File: config.mk
export PLATFORM = sky130hd
export DESIGN_NAME = alu_seq_flat
export DESIGN_NICKNAME = d
export VERILOG_FILES = /design/src/rtl/alu_pkg.sv /design/src/rtl/alu_seq_if.sv /design/src/rtl/alu_iter.sv /design/src/rtl/alu_seq.sv /design/src/flat_wrapper.sv
export SDC_FILE = /design/constraint.sdc
export NUM_CORES = 1
export LEC_CHECK = 0
export CAP_MARGIN = 15
export CELL_PAD_IN_SITES_DETAIL_PLACEMENT = 1
export CELL_PAD_IN_SITES_GLOBAL_PLACEMENT = 2
export CORE_ASPECT_RATIO = 0.5
export CORE_MARGIN = 3
export CORE_UTILIZATION = 40
export CTS_BUF_LIST = sky130_fd_sc_hd__clkbuf_16
export DETAILED_ROUTE_END_ITERATION = 7
export PLACE_DENSITY_LB_ADDON = 0.1
export SYNTH_ARGS = -nofsm -noshare
export SYNTH_HDL_FRONTEND = slang
export SYNTH_HIERARCHICAL = 1
export SYNTH_SLANG_ARGS = --single-unit
File: constraint.sdc
create_clock -name clk -period 9.52 [get_ports clk]
set_input_delay 1.904 -clock clk [delete_from_list [all_inputs] [get_ports clk]]
set_output_delay 1.904 -clock clk [all_outputs]
set_load 0.1 [all_outputs]
File: src/rtl/alu_pkg.sv
// Shared types and constants for the sequential ALU.
package alu_pkg;

  typedef enum logic [3:0] {
    ADD  = 4'b0000,
    SUB  = 4'b0001,
    AND  = 4'b0010,
    ORR  = 4'b0011,
    EOR  = 4'b0100,
    MOV  = 4'b0101,
    CMP  = 4'b0110,
    MUL  = 4'b0111,
    LDR  = 4'b1000,
    STR  = 4'b1001,
    UDIV = 4'b1010
  } alu_op_e;

  localparam int FLAG_N = 3;
  localparam int FLAG_Z = 2;
  localparam int FLAG_C = 1;
  localparam int FLAG_V = 0;

  typedef enum logic {IDLE, ITER} state_e;

  // Ops that go through the iterative datapath.
  function automatic logic is_multi(input logic [3:0] op);
    return (op == MUL) || (op == UDIV);
  endfunction

endpackage

File: src/rtl/alu_seq_if.sv
// Issue/result bundle between the control unit and the ALU.
interface alu_seq_if #(parameter int WIDTH = 32);
  logic             start;
  logic [3:0]       op;
  logic [WIDTH-1:0] a;
  logic [WIDTH-1:0] b;
  logic [WIDTH-1:0] result;
  logic [3:0]       flags;
  logic             busy;
  logic             done;
  logic             illegal;

  modport master (output start, op, a, b,
                  input  result, flags, busy, done, illegal);
  modport slave  (input  start, op, a, b,
                  output result, flags, busy, done, illegal);
endinterface

File: src/rtl/alu_iter.sv
// Shared shift-add multiplier / restoring divider. acc and quo are the
// values *after* the current step, so the final step's outcome can be
// written to the result register on the same edge that performs it.
module alu_iter #(
  parameter int WIDTH = 32
) (
  input  logic             clk,
  input  logic             load,
  input  logic             step,
  input  logic             is_div,
  input  logic [WIDTH-1:0] a,
  input  logic [WIDTH-1:0] b,
  output logic [WIDTH-1:0] acc,
  output logic [WIDTH-1:0] quo,
  output logic             div0
);
  // mul: x = multiplicand (shifts left), y = multiplier (shifts right), r = product
  // div: x = divisor, y = dividend becoming quotient, r = partial remainder
  logic [WIDTH-1:0] x, y, r;
  logic [WIDTH-1:0] x_nxt, y_nxt, r_nxt, rem_diff;
  logic [WIDTH:0]   rem_sh;
  logic             ge;

  // One iteration of whichever algorithm is selected.
  always_comb begin
    rem_sh   = {r, y[WIDTH-1]};
    ge       = rem_sh >= {1'b0, x};
    rem_diff = rem_sh[WIDTH-1:0] - x;
    if (is_div) begin
      x_nxt = x;
      y_nxt = {y[WIDTH-2:0], ge};
      r_nxt = ge ? rem_diff : rem_sh[WIDTH-1:0];
    end else begin
      x_nxt = x << 1;
      y_nxt = y >> 1;
      r_nxt = r + (y[0] ? x : '0);
    end
  end

  assign acc = r_nxt;
  assign quo = y_nxt;

  // Operand load on issue, then one iteration per step.
  always_ff @(posedge clk) begin
    if (load) begin
      x    <= is_div ? b : a;
      y    <= is_div ? a : b;
      r    <= '0;
      div0 <= (b == '0);
    end else if (step) begin
      x <= x_nxt;
      y <= y_nxt;
      r <= r_nxt;
    end
  end
endmodule

File: src/rtl/alu_seq.sv
// Multi-cycle ALU: single-cycle ops finish on the issue edge, MUL/UDIV
// run WIDTH iterations in alu_iter while busy is held.
module alu_seq
  import alu_pkg::*;
#(
  parameter int WIDTH = 32
) (
  input  logic     clk,
  input  logic     reset,
  alu_seq_if.slave bus
);
  localparam int            CW   = $clog2(WIDTH);
  localparam logic [CW-1:0] LAST = CW'(WIDTH - 1);
  localparam int            MSB  = WIDTH - 1;

  state_e           state;
  logic [CW-1:0]    count;
  logic             is_div_q;
  logic [WIDTH-1:0] result_q;
  logic [3:0]       flags_q;
  logic             busy_q, done_q, illegal_q;

  logic             load, step, it_div, div0;
  logic [WIDTH-1:0] acc, quo;

  logic [WIDTH:0]   sum, dif;
  logic [WIDTH-1:0] lg;
  logic [WIDTH-1:0] sc_result;
  logic [3:0]       sc_flags;
  logic             sc_illegal;

  assign load   = (state == IDLE) && bus.start && is_multi(bus.op);
  assign step   = (state == ITER);
  assign it_div = load ? (bus.op == UDIV) : is_div_q;

  alu_iter #(.WIDTH(WIDTH)) u_iter (
    .clk    (clk),
    .load   (load),
    .step   (step),
    .is_div (it_div),
    .a      (bus.a),
    .b      (bus.b),
    .acc    (acc),
    .quo    (quo),
    .div0   (div0)
  );

  // Single-cycle datapath; defaults leave result/flags untouched.
  always_comb begin
    sum        = {1'b0, bus.a} + {1'b0, bus.b};
    dif        = {1'b0, bus.a} + {1'b0, ~bus.b} + (WIDTH+1)'(1);
    lg         = '0;
    sc_result  = result_q;
    sc_flags   = flags_q;
    sc_illegal = 1'b0;
    case (bus.op)
      ADD, LDR: begin
        sc_result        = sum[MSB:0];
        sc_flags[FLAG_N] = sum[MSB];
        sc_flags[FLAG_Z] = (sum[MSB:0] == '0);
        sc_flags[FLAG_C] = sum[WIDTH];
        sc_flags[FLAG_V] = (bus.a[MSB] == bus.b[MSB]) && (sum[MSB] != bus.a[MSB]);
      end
      SUB, CMP: begin
        if (bus.op == SUB) sc_result = dif[MSB:0];
        sc_flags[FLAG_N] = dif[MSB];
        sc_flags[FLAG_Z] = (dif[MSB:0] == '0);
        sc_flags[FLAG_C] = dif[WIDTH];
        sc_flags[FLAG_V] = (bus.a[MSB] != bus.b[MSB]) && (dif[MSB] != bus.a[MSB]);
      end
      STR: sc_result = sum[MSB:0];
      AND, ORR, EOR, MOV: begin
        case (bus.op)
          AND:     lg = bus.a & bus.b;
          ORR:     lg = bus.a | bus.b;
          EOR:     lg = bus.a ^ bus.b;
          default: lg = bus.b;
        endcase
        sc_result        = lg;
        sc_flags[FLAG_N] = lg[MSB];
        sc_flags[FLAG_Z] = (lg == '0);
      end
      MUL, UDIV: ;
      default: sc_illegal = 1'b1;
    endcase
  end

  // Control FSM with registered outputs.
  always_ff @(posedge clk) begin
    if (reset) begin
      state     <= IDLE;
      count     <= '0;
      is_div_q  <= 1'b0;
      result_q  <= '0;
      flags_q   <= '0;
      busy_q    <= 1'b0;
      done_q    <= 1'b0;
      illegal_q <= 1'b0;
    end else begin
      done_q    <= 1'b0;
      illegal_q <= 1'b0;
      case (state)
        IDLE: begin
          if (bus.start) begin
            if (is_multi(bus.op)) begin
              state    <= ITER;
              busy_q   <= 1'b1;
              count    <= '0;
              is_div_q <= (bus.op == UDIV);
            end else begin
              result_q  <= sc_result;
              flags_q   <= sc_flags;
              done_q    <= 1'b1;
              illegal_q <= sc_illegal;
            end
          end
        end
        ITER: begin
          count <= count + 1'b1;
          if (count == LAST) begin
            state  <= IDLE;
            busy_q <= 1'b0;
            done_q <= 1'b1;
            count  <= '0;
            if (is_div_q) begin
              result_q         <= quo;
              flags_q[FLAG_N]  <= quo[MSB];
              flags_q[FLAG_Z]  <= (quo == '0);
              flags_q[FLAG_V]  <= div0;
            end else begin
              result_q         <= acc;
              flags_q[FLAG_N]  <= acc[MSB];
              flags_q[FLAG_Z]  <= (acc == '0);
            end
          end
        end
        default: state <= IDLE;
      endcase
    end
  end

  assign bus.result  = result_q;
  assign bus.flags   = flags_q;
  assign bus.busy    = busy_q;
  assign bus.done    = done_q;
  assign bus.illegal = illegal_q;
endmodule
File: src/flat_wrapper.sv
// flat-port wrapper written by rule: the top's interface ports become plain ports
module alu_seq_flat import alu_pkg::*;
#(
  parameter int WIDTH = 32
)
  (clk, reset, bus_start, bus_op, bus_a, bus_b, bus_result, bus_flags, bus_busy, bus_done, bus_illegal);
  alu_seq_if #(.WIDTH(WIDTH)) bus_i ();
  input  logic clk;
  input  logic reset;
  input wire logic [$bits(bus_i.start)-1:0] bus_start;
  input wire logic [$bits(bus_i.op)-1:0] bus_op;
  input wire logic [$bits(bus_i.a)-1:0] bus_a;
  input wire logic [$bits(bus_i.b)-1:0] bus_b;
  output wire logic [$bits(bus_i.result)-1:0] bus_result;
  output wire logic [$bits(bus_i.flags)-1:0] bus_flags;
  output wire logic [$bits(bus_i.busy)-1:0] bus_busy;
  output wire logic [$bits(bus_i.done)-1:0] bus_done;
  output wire logic [$bits(bus_i.illegal)-1:0] bus_illegal;
  assign bus_i.start = bus_start;
  assign bus_i.op = bus_op;
  assign bus_i.a = bus_a;
  assign bus_i.b = bus_b;
  assign bus_result = bus_i.result;
  assign bus_flags = bus_i.flags;
  assign bus_busy = bus_i.busy;
  assign bus_done = bus_i.done;
  assign bus_illegal = bus_i.illegal;
  alu_seq #(.WIDTH(WIDTH)) u_core (.clk(clk), .reset(reset), .bus(bus_i));
endmodule
==> results of run 1 <==
state kept, by name, summed over array words and instances, names as in the netlist:
register and count:
u_core/u_iter/y 32, u_core/bus.result 32, u_core/is_div_q 1, u_core/state 1
u_core/bus.busy 1, u_core/u_iter/x 32, u_core/count 5, u_core/u_iter/div0 1
u_core/bus.illegal 1, u_core/bus.done 1, u_core/bus.flags 4, u_core/u_iter/r 32
layout make-up:
type | count | area, um^2
Timing Repair Buffer | 135 | 1279
Tap cell | 588 | 735.7
Antenna cell | 2 | 5.005
Sequential cell | 143 | 3518
Clock buffer | 17 | 425.4
Clock inverter | 15 | 206.4
Inverter | 160 | 600.6
Multi-Input combinational cell | 1987 | 13680
Fill cell | 5490 | 24000
layout by cell type, fill, tap and decap left out, drive strengths merged, types with 24 or more instances in the layout:
cell type        n
inv            163
o21ai          135
nand3           48
dfxtp           78
and2            45
xor2            31
clkdlybuf4s50  108
o22ai           28
nor3            44
a22oi           41
ha             166
nand4           41
mux2i          124
buf             27
nor2           240
xnor2           67
a31oi           24
edfxtp          65
a21oi          279
and3            32
a211oi          50
nor4            50
nand2          150
mux2            32
a21o            49
path summary, 6_finish.rpt:
| path | from | end | slack [ns] | cells after the start |
|---|---|---|---|---|
| hold / removal | u_core/bus.result[23]$_SDFFE_PP0P_ | u_core/bus.result[23]$_SDFFE_PP0P_ | 0.46 | 2 |
| setup / recovery | bus_op[1] | u_core/bus.flags[2]$_SDFFE_PP0P_ | 2.11 | 16 |
| hold reg to reg | u_core/bus.result[23]$_SDFFE_PP0P_ | u_core/bus.result[23]$_SDFFE_PP0P_ | 0.46 | 2 |
| setup reg to reg | u_core/u_iter/y[31]$_DFFE_PP_ | u_core/bus.flags[2]$_SDFFE_PP0P_ | 3.72 | 20 |
cells by family after synthesis:
logic type	share of synthesized area
buf+inv	0.06716
flops	0.1911
simple gates	0.2015
mux	0.08709
fa+ha+maj	0.1173
xor+xnor	0.04668
compound gates	0.2892
critical path, cell delays in order:
cell and delay (ns):
clkdlybuf4s50_1 0.85, nand2_1 0.17, nor2_1 0.17, a31oi_1 0.14, o21ai_4 0.87, clkinv_1 1.01, a211oi_1 0.55, nor2_1 0.13
nor4_1 0.38, nand4_1 0.14, or4_1 0.49, o21ai_0 0.38, a31oi_1 0.19, o21ai_0 0.22, a41oi_1 0.07, nand2_1 0.09
where the power goes:
part           leakage, uW  internal (uW)  switching (uW)
combinational      0.00653            846            1590
sequential         0.00124            731             113
clock             0.000311            444             303
total              0.00808           2020            2000
cells in the mapped netlist, types with 7 or more instances:
cell,number
a211o_1,13
a211oi_1,50
a21o_1,49
a21oi_1,276
a221oi_1,9
a22oi_1,41
a31oi_1,23
and2_1,45
and3_1,32
buf_1,15
buf_2,13
clkbuf_1,113
dfxtp_1,78
edfxtp_1,65
ha_1,166
inv_1,155
mux2_2,32
mux2i_1,124
nand2_1,150
nand2b_1,13
nand3_1,48
nand4_1,41
nor2_1,237
nor2b_1,23
nor3_1,42
nor4_1,50
o211ai_1,22
o21a_1,22
o21ai_0,131
o21bai_1,18
o221ai_1,7
o22ai_1,28
o311ai_0,10
o31ai_1,10
or2_2,9
or3_1,17
or4_1,12
xnor2_1,67
xor2_1,31
per-stage QoR:
stage	worst slack, ns	total power (uW)	std cells	utilization	hold WS (ns)
final	2.109	4023	3047	0.4601	0.4621
after global routing	1.791	4258	3046	0.4600	0.4783
after CTS	2.316	3969	3045	0.4600	0.4567
after detailed placement	1.943	3210	3013	0.4458	0.4468
after global placement	2.081	3191	3012	0.4457	0.4429
after floorplan	4.039	2482	2441	-	0.4721
routing by layer:
layer | GRT usage | vias up | share of wire
met5 | 0 | - | 0.00012
met3 | 0.05882 | 50 | 0.080
met1 | 0.5033 | 9778 | 0.50
met4 | 0.04788 | 2 | 0.011
met2 | 0.4649 | 653 | 0.41
li1 | - | 9049 | -
==> flow_summary.ini, run 1 <==
[route]
vias_per_cell = 6.410
drc = 0
wl_um = 80790
first_iter_violations = 1989
antenna_left = 0
wl_per_cell_um = 26.51
dr_total_vias = 19532
dr.pass1.iters = 5

[worst_setup_path]
critPathLaunchType = input pin
required_ns = 9.89
cp.arrival_ns = 7.78
crit_type = input pin to flip-flop
cp_max_fo = 29
endpoint_kind = flip-flop

[cts]
tritoncts = yes
cts_buffers = 17
ctsHoldBuffers = 0
post_cts_buffers = 0
clk_pin_slew_ns = 0.07
h-tree-depth = 4
cts_sinks = 143
cts_max_path_buffers = 2
postCtsResizedCells = 0
clk_root_buffer_cell = clkbuf_16
clk_latency_ns = 0.43

[die]
dieArea_um2 = 48740
core.rowCount = 54
start_util = 0.4136
fp.dieH_um = 157.6
io_pins = 110
fp.dieW_um = 309.2
core_area_um2 = 44460

[synthesis]
synth_top_cell_area_share = 0.1129
syn_inst = 2441
synth_nets = 2682
yosysUniqueCellTypes = 101
synth-edff-count = 65
synth_area_um2 = 18390
yosysSeqAreaShare = 0.1911
avgSynthCellArea_um2 = 7.533
yosys_warnings = 6
synthTopCellsByArea = ha_1, edfxtp_1, dfxtp_1, a21oi_1, mux2i_1
ys.flop_type = dfxtp_1
async_reset_ff_frac = 0
synth_seq_cells = 143
yosysTopAreaCell = ha_1

[job]
drv_cap = 0

[place]
io_buffer_count = 109
place_area_um2 = 19820
dp.final_hpwl_um = 63490
gp_congestion = 0.9448

[timing]
maxSlewViolCount = 0
finalCritPeriodShare = 0.7785
finalSetupViolations = 0
fin_setup_tns_ns = 0
worst_pin_slew_ns = 1.171
rsz0062_at_grt = no
slew_headroom = 0.2164
fin_crit_ns = 7.411
max_clock_freq_mhz = 134.9
hold_violations = 0
skew_ns = 0.01084

[global_route]
gr-total-overflow = 0
grt_max_degree = 88
antenna_found_initial = 3
grt_pass1_vias = 18642
grt_usage = 0.3232
grt_first_pass_wirelength_um = 120300

[hold_path]
hold_path_class = flip-flop to flip-flop

[layout]
area_growth_pct = 11.23
fin_area_um2 = 20450
layout-drive-gt1-share = 0.05902
nets = 2685

[run_status]
status = finished, final reports clean

[power_and_ir_drop]
power_leakage_uw = 0.008082
ir_worst_vdd_v = 0.0001235
p_per_area_nw_per_um2 = 196.7
Note: power is estimated with default switching activity, not from simulation.
==> inputs of run 2 (changes only) <==
--- a/config.mk
+++ b/config.mk
@@ -10,7 +10,7 @@
 export CELL_PAD_IN_SITES_GLOBAL_PLACEMENT = 2
 export CORE_ASPECT_RATIO = 0.5
 export CORE_MARGIN = 3
-export CORE_UTILIZATION = 40
+export CORE_UTILIZATION = 33
 export CTS_BUF_LIST = sky130_fd_sc_hd__clkbuf_16
 export DETAILED_ROUTE_END_ITERATION = 7
 export PLACE_DENSITY_LB_ADDON = 0.1
==> constraint.sdc (replaced) <==
create_clock -name clk -period 6.8 [get_ports clk]
set_input_delay 1.36 -clock clk [delete_from_list [all_inputs] [get_ports clk]]
set_output_delay 1.36 -clock clk [all_outputs]
set_load 0.1 [all_outputs]
==> run 2 against run 1 <==
Net effect: non-clock buffer count rose by 15; global-route usage down 3.9 points; first-iteration DRC count is 7.9% lower; clock power up 35%; sequential share of layout area shrank 0.28 points; critical endpoint unchanged; largest power group unchanged.
==> flow_summary.ini, run 2 (synthesis results as in run 1) <==
[global_route]
antenna_found_initial = 7
grt_first_pass_wirelength_um = 127500
grt_pass1_vias = 18783
gr-total-overflow = 0
grt_max_degree = 150
grt_usage = 0.2845

[worst_setup_path]
r2r_cells = 20
critPathLaunchType = input pin
path_cells = clkdlybuf4s50_1 > inv_1 > ha_1 > nor3_1 > o211ai_1 > o211ai_1 > a2111oi_2 > o21ai_1 > a221oi_1 > xor2_1 > a2111oi_0 > a41oi_1 > nand2_1
crit_type = input pin to flip-flop
crit_path_max_incr_delay_ns = 0.72
crit_path_frequent_cell = o211ai_1
reg2reg_from = u_core/u_iter/y[0]$_DFFE_PP_
r2r_slack_ns = 1.24
cp.arrival_ns = 6.09
critPathSlowestCell = ha_1
endpoint_kind = flip-flop
cp_max_fo = 19
required_ns = 7.19
r2r-end = u_core/bus.flags[2]$_SDFFE_PP0P_

[die]
core_area_um2 = 54430
dieArea_um2 = 58760
io_pins = 110
core.rowCount = 60
start_util = 0.3379
fp.dieW_um = 339.8
fp.dieH_um = 172.9

[cts]
post_cts_buffers = 0
ctsHoldBuffers = 0
tritoncts = yes
postCtsResizedCells = 0
clk_root_buffer_cell = clkbuf_16
h-tree-depth = 4
cts_sinks = 143
clk_latency_ns = 0.45
cts_buffers = 17
cts_max_path_buffers = 2
clk_pin_slew_ns = 0.06

[hold_path]
hold_end = u_core/bus.result[16]$_SDFFE_PP0P_
hold_path_class = flip-flop to flip-flop
holdPathStages = 2
hp-start = u_core/bus.result[16]$_SDFFE_PP0P_

[timing]
skew_ns = 0.01792
fin_crit_ns = 5.703
finalCritPeriodShare = 0.8386
finalSetupViolations = 0
worst_pin_slew_ns = 1.199
fin_setup_tns_ns = 0
slew_headroom = 0.1779
max_clock_freq_mhz = 175.4
hold_violations = 0
maxSlewViolCount = 0
rsz0062_at_grt = no

[route]
dr_total_vias = 19440
antenna_left = 0
dr.pass1.iters = 8
drc = 0
vias_per_cell = 6.039
first_iter_violations = 1831
wl_per_cell_um = 26.74
wl_um = 86080

[layout]
final_util = 0.3820
area_growth_pct = 13.05
layout-drive-gt1-share = 0.06432
nFillCells = 6648
final_cell_mix = a21oi_1, nor2_1, ha_1
nets = 2700
final_common_cell = a21oi_1

[power_and_ir_drop]
p_clk_frac = 0.179
netSwitchingPower_uw = 2811
internal_power_uw = 2818
p_per_area_nw_per_um2 = 270.8
ir_worst_vdd_v = 0.0001883
p_comb_frac = 0.612
p_sw_frac = 0.4993
pwr-share-seq = 0.209
power_leakage_uw = 0.008148

[job]
drv_cap = 0

[place]
gp_congestion = 0.9549
io_buffer_count = 109
dp.final_hpwl_um = 68110

[run_status]
status = finished, final reports clean
-- run 2: cell count changes in the layout (fill, tap and decap cells not counted), sizes merged --
cell / change
buf: +15
diode: +1
clkinv: +3
bufinv: -1
inv: -2
-- run 2: layout make-up --
class | count | area [um^2] | area share
well taps | 744 | 930.9 | 0.04478
inverters | 160 | 600.6 | 0.02889
multi-input cells | 1987 | 13680 | 0.6583
diodes | 3 | 7.507 | 0.0003611
clock inverters | 15 | 180.2 | 0.008667
clock buffers | 17 | 425.4 | 0.02046
repair buffers | 150 | 1441 | 0.06933
flip-flops and latches | 143 | 3518 | 0.1692
-- run 2: how the worst max path moves through the flow --
stage / from / endpoint / slack (ns) / cells past startpoint
final: bus_b[10] / u_core/bus.flags[2]$_SDFFE_PP0P_ / 1.10 / 13
after global routing: bus_b[10] / u_core/bus.flags[2]$_SDFFE_PP0P_ / 0.78 / 13
after CTS: bus_b[10] / u_core/bus.flags[2]$_SDFFE_PP0P_ / 1.15 / 13
after detailed placement: bus_b[14] / u_core/bus.flags[2]$_SDFFE_PP0P_ / 0.69 / 13
after global placement: bus_b[14] / u_core/bus.flags[2]$_SDFFE_PP0P_ / 0.69 / 13
after floorplan: bus_op[1] / u_core/bus.flags[2]$_SDFFE_PP0P_ / 1.86 / 18
-- run 2: routing by layer --
layer / part of all wire / GRT usage
met1: 0.50 / 0.4409
met2: 0.41 / 0.4042
met3: 0.081 / 0.06478
met4: 0.0076 / 0.03430
met5: 0.00019 / 0
-- run 2: power groups by stage --
stage / registers (uW) / logic (uW) / clock network, uW
detailed placement: 1190 / 3370 / 0
floorplan: 1250 / 2220 / 0
finish: 1180 / 3440 / 1010
CTS: 1170 / 3400 / 1030
global placement: 1190 / 3360 / 0
global route: 1190 / 3750 / 1070
-- run 2: worst max-delay path, delay by kind of cell --
kind	cells	cell delay (ns)
adder cells (fa/ha/maj)	1	0.72
XOR/XNOR	1	0.19
AND/OR/NAND/NOR	2	0.35
buffers and inverters	2	0.76
AO/OA/AOI/OAI	7	2.72
-- run 2: stage by stage --
| step | cells | setup WS, ns | power (uW) | instance area [um^2] | hold WS [ns] |
|---|---|---|---|---|---|
| floorplan | 2441 | 1.863 | 3475 | 18390 | 0.4721 |
| global placement | 3183 | 0.6908 | 4552 | 20170 | 0.4395 |
| detailed placement | 3184 | 0.6925 | 4564 | 20180 | 0.4497 |
| CTS | 3216 | 1.155 | 5601 | 20780 | 0.4603 |
| global route | 3219 | 0.7816 | 6005 | 20790 | 0.4840 |
| finish | 3219 | 1.097 | 5630 | 20790 | 0.4604 |
